<file path="config.mk">
export PLATFORM = sky130hd
export DESIGN_NAME = stopwatch_ctrl
export DESIGN_NICKNAME = d
export VERILOG_FILES = /design/src/rtl/stopwatch_ctrl.sv
export SDC_FILE = /design/constraint.sdc
export NUM_CORES = 1
export LEC_CHECK = 0
export ABC_AREA = 1
export BUFFER_PORTS_ARGS = -buffer_cell sky130_fd_sc_hd__buf_2
export CAP_MARGIN = 40
export CORE_ASPECT_RATIO = 0.5
export CORE_MARGIN = 8
export CORE_UTILIZATION = 53
export DETAILED_ROUTE_END_ITERATION = 10
export PLACE_DENSITY = 0.75
export SYNTH_ARGS = -nofsm -noshare
export SYNTH_HDL_FRONTEND = slang
export SYNTH_SLANG_ARGS = --single-unit
</file>
<file path="constraint.sdc">
create_clock -name clk -period 1.5 [get_ports clk]
set_clock_uncertainty 0.1 [all_clocks]
set_input_delay 0.3 -clock clk [delete_from_list [all_inputs] [get_ports clk]]
set_output_delay 0.3 -clock clk [all_outputs]
set_load 0.05 [all_outputs]
</file>
<file path="src/rtl/stopwatch_ctrl.sv">
// Stopwatch controller: start/stop/clear FSM, tick prescaler and a four-digit BCD count
// (ss.cc, 00.00 .. 59.99).
//
// Ports:
//   clk      system clock, all state updates on the rising edge
//   i_rst_n  asynchronous active-low reset
//   i_start  start/stop press, one event per high cycle
//   i_clr    clear press, one event per high cycle
//   o_run    high while running
//   o_bcd    {d3,d2,d1,d0}: tens of s, s, 1/10 s, 1/100 s
//   o_wrap   one-cycle pulse when the count rolls over from 59.99 to 00.00
module stopwatch_ctrl #(
  parameter int unsigned TICK_DIV = 500000
) (
  input  logic        clk,
  input  logic        i_rst_n,
  input  logic        i_start,
  input  logic        i_clr,
  output logic        o_run,
  output logic [15:0] o_bcd,
  output logic        o_wrap
);

  localparam int unsigned PreW = (TICK_DIV > 1) ? $clog2(TICK_DIV) : 1;
  localparam logic [PreW-1:0] PreMax = PreW'(TICK_DIV - 1);

  typedef enum logic [1:0] {StIdle, StRun, StPause} state_e;

  state_e          state_q;
  logic [PreW-1:0] pre_q;
  logic [3:0]      d0_q, d1_q, d2_q, d3_q;
  logic            run_q;
  logic            wrap_q;

  logic            tick;
  logic            at_max;
  logic [3:0]      d0_inc, d1_inc, d2_inc, d3_inc;

  assign tick   = (state_q == StRun) && (pre_q == PreMax);
  assign at_max = (d3_q == 4'd5) && (d2_q == 4'd9) && (d1_q == 4'd9) && (d0_q == 4'd9);

  // Count value one tick ahead, with ripple carry through the digits.
  always_comb begin
    d0_inc = d0_q;
    d1_inc = d1_q;
    d2_inc = d2_q;
    d3_inc = d3_q;
    if (d0_q == 4'd9) begin
      d0_inc = 4'd0;
      if (d1_q == 4'd9) begin
        d1_inc = 4'd0;
        if (d2_q == 4'd9) begin
          d2_inc = 4'd0;
          d3_inc = (d3_q == 4'd5) ? 4'd0 : d3_q + 4'd1;
        end else begin
          d2_inc = d2_q + 4'd1;
        end
      end else begin
        d1_inc = d1_q + 4'd1;
      end
    end else begin
      d0_inc = d0_q + 4'd1;
    end
  end

  always_ff @(posedge clk or negedge i_rst_n) begin
    if (!i_rst_n) begin
      state_q <= StIdle;
      pre_q   <= '0;
      d0_q    <= 4'd0;
      d1_q    <= 4'd0;
      d2_q    <= 4'd0;
      d3_q    <= 4'd0;
      run_q   <= 1'b0;
      wrap_q  <= 1'b0;
    end else begin
      wrap_q <= 1'b0;
      unique case (state_q)
        StIdle: begin
          // Clear beats start here; clearing an already-zero count is harmless.
          if (i_clr) begin
            pre_q <= '0;
            d0_q  <= 4'd0;
            d1_q  <= 4'd0;
            d2_q  <= 4'd0;
            d3_q  <= 4'd0;
          end else if (i_start) begin
            state_q <= StRun;
            run_q   <= 1'b1;
          end
        end
        StRun: begin
          pre_q <= tick ? '0 : pre_q + 1'b1;
          // A tick coinciding with a stop press is still counted.
          if (tick) begin
            d0_q   <= d0_inc;
            d1_q   <= d1_inc;
            d2_q   <= d2_inc;
            d3_q   <= d3_inc;
            wrap_q <= at_max;
          end
          // Clear is ignored while running; start wins when both are pressed.
          if (i_start) begin
            state_q <= StPause;
            run_q   <= 1'b0;
          end
        end
        StPause: begin
          // Prescaler holds here so a resume keeps the partial tick.
          if (i_clr) begin
            state_q <= StIdle;
            pre_q   <= '0;
            d0_q    <= 4'd0;
            d1_q    <= 4'd0;
            d2_q    <= 4'd0;
            d3_q    <= 4'd0;
          end else if (i_start) begin
            state_q <= StRun;
            run_q   <= 1'b1;
          end
        end
        default: begin
          state_q <= StIdle;
          pre_q   <= '0;
          d0_q    <= 4'd0;
          d1_q    <= 4'd0;
          d2_q    <= 4'd0;
          d3_q    <= 4'd0;
          run_q   <= 1'b0;
        end
      endcase
    end
  end

  assign o_run  = run_q;
  assign o_bcd  = {d3_q, d2_q, d1_q, d0_q};
  assign o_wrap = wrap_q;

endmodule

</file>
==> key figures <==
Die
  – Die Area: 6850 um^2
  – Ports: 22
  – Die H: 62.7 um
  – Die width: around 110 um
  – Initial Utilization: 0.538
  – Site Rows: 17
  – Core area: 4300 um^2

Global routing
  – Largest net degree at the start of global routing: 23
  – Gr usage total: 0.182
  – Initial antenna violation count: 0
  – Total grt overflow: 0
  – Vias in the first global route: 2391
  – First-pass GRT wire length: between 10 and 15 mm

Timing
  – Final setup viols: 31
  – Max-Slew Margin vs Limit: 0.700
  – Fmax: 617 MHz
  – Fin crit share: 1.08
  – Final worst slack: -0.122 ns
  – Final hold vios: 0
  – Max-slew violations: 0
  – RSZ-0062 raised after global routing: true
  – Worst-margin pin slew: 0.450 ns
  – Tmin final: 1.62 ns

Clock tree
  – Total CTS buffers: 5
  – H-tree depth: 2
  – Clock latency on the worst-skew pair: 0.29 ns
  – Reg clk slew, reported paths: 0.08 ns
  – Root Buffer: clkbuf_8
  – Clk buf depth: 2
  – CTS tree: built
  – # clock sinks: 39

Synth
  – Syn avg cell area: 7.72 um^2
  – Number of synthesized flops with an enable pin: 0
  – Mapped Cells: 299
  – Cell with the most instances after synthesis: nand2_1
  – Yosys Warn Count: 0
  – Synth top area share: 0.423
  – Biggest area consumer among synthesized cells: dfrtp_1
  – Count of cell types in the netlist: 28
  – Synth area leaders: dfrtp_1 42%, nand2_1 11%, nor2_1 8.3%
  – Synth Flop Type: dfrtp_1
  – Synthesized area: 2310 um^2
  – Sequential-to-total area share from yosys stat: 0.423
  – Synth async-reset ratio: 1.00
  – Synth Register Bits: 39
  – Post-Syn Nets: 312
  – Commonest cells post-synth: 67 x nand2_1, 51 x nor2_1, 39 x dfrtp_1

Setup path
  – Crit Path Category: flip-flop to flip-flop
  – Critical Path Start Type: flip-flop
  – Data arrival, critical path: about 1.7 ns
  – CP Max Fanout: 7
  – CP endpoint kind: flip-flop
  – CP required: 1.57 ns

Finish
  – Area grow syn2layout: 44.5%
  – Final non-filler cell total: 434
  – # diodes: 0
  – Filler Cell Count: 267
  – Nets: ~390
  – Share of post-route cells with drive strength above 1: 0.443
  – Util after Layout: 0.777

Pwr
  – Worst vdd ir: 0.703 mV
  – Leakage power: 0.00146 uW
  – Internal: 1910 uW
  – Gate power share: 0.354
  – Power density cells: 921 nW/um^2
  – Switching power: around 1200 uW
  – Fraction of power consumed by sequential logic: 0.398
  – Clk pwr share: 0.247
  – Pwr Total: 3070 uW
  – Net switching share of the total power: 0.380

Detailed routing
  – Routed vias/inst: 5.58
  – Initial DRT Pass Iterations: 5
  – Post-route ant nets: 0
  – Via count: 2422
  – DR WL/cell: 14.9 um
  – 1st-iter DRT viols: 180
  – DRC viols: 0
  – Routed WL: 6.45 mm

Placed design
  – I/O Buffers: 21
  – Pre-CTS setup slack: -0.119 ns
  – GP Congestion: 0.904
  – Detail Placement HPWL: 4.20 mm
  – Placed instance count: 420

Flow run
  – Max Cap Violations: 0

Outcome
  – Failing checks: setup timing
  – Outcome: complete, but fails checks

Min path
  – Hold Crit Class: input port to flip-flop
power groups by stage:
| stage | logic (uW) | registers, uW | clock network (uW) |
|---|---|---|---|
| after floorplan | 353 | 1490 | 0 |
| after global placement | 959 | 1230 | 0 |
| after detailed placement | 991 | 1240 | 0 |
| after CTS | 1030 | 1220 | 763 |
| after global routing | 1170 | 1240 | 802 |
| final | 1090 | 1220 | 760 |
critical path, cell delays in order, from the launching register on:
cell and delay, ns:
dfrtp_1 0.42, nor2_1 0.17, nand2_1 0.12, nor2_4 0.12, nand3_4 0.11, nand2_4 0.11, nand2_4 0.09, clkinv_4 0.08
buf_12 0.14, nor3_4 0.04
state kept, by name (all words and copies together) (netlist names):
signal / flops
o_wrap: 1
d0_q: 4
d2_q: 4
pre_q: 19
d1_q: 4
d3_q: 4
o_run: 1
state_q: 2
logic make-up after synthesis:
kind of cell             share of synthesized area
AND/OR/NAND/NOR                              0.352
flip-flops                                   0.423
buffers and inverters                       0.0628
XOR/XNOR                                    0.0493
AO/OA/AOI/OAI                               0.0650
adder cells (fa/ha/maj)                     0.0488
area by class of cell:
class | instances | area, um^2 | share of cell area
multi-input combinational | 228 | 1490 | 0.445
clock inverter | 1 | 5.00 | 0.00150
clock buffer | 7 | 86.3 | 0.0259
inverter | 27 | 109 | 0.0326
sequential | 39 | 987 | 0.296
tap | 57 | 71.3 | 0.0214
timing repair buffer | 75 | 592 | 0.177
path summary, 6_finish.rpt:
check | start | endpoint | slack (ns) | cells past startpoint
setup / recovery | pre_q[6] | pre_q[4] | -0.12 | 9
hold / removal | i_start | state_q[0] | 0.16 | 2
setup reg to reg | pre_q[6] | pre_q[4] | -0.12 | 9
hold reg to reg | o_run | o_run | 0.42 | 2
max in group asynchronous | i_rst_n | d0_q[0] | 0.43 | 3
min in group asynchronous | i_rst_n | d2_q[1] | 0.39 | 2
routing by layer:
metal	global-route usage	routed length (um)
met4	0.0634	204
met2	0.322	3130
met3	0.0309	436
met1	0.215	2680
met5	0	0
cells in the final DEF, fill, tap and decap left out, drive strengths merged, types with 6 or more instances in the layout:
master,Yosys,routed
nor3,11,11
inv,26,26
o22ai,6,6
xor2,8,8
clkbuf,1,9
buf,4,72
nand4,11,11
nor2,55,55
nand2,70,70
o21ai,16,16
nand3,24,24
dfrtp,39,39
ha,9,9
what timing repair did:
| action | in CTS | in global routing |
|---|---|---|
| setup buffers | 1 | 5 |
| endpoints found under the setup margin | 30 | 36 |
| gates resized for setup | 37 | 40 |
| hold endpoints to repair | 17 | 0 |
| pin swaps | 8 | 18 |
| hold buffers | 1 | 0 |
through the flow:
stage	cell area, um^2	TNS [ns]	hold WS, ns
6_report	3340	-2.95	0.159
5_1_grt	3340	-5.45	0.197
4_1_cts	3150	-0.824	0.152
3_5_place_dp	2910	-1.90	0.162
3_3_place_gp	2910	-0.596	0.154
2_1_floorplan	2390	-1.73	-0.0956
No activity file was read; power rests on OpenSTA's default activity.
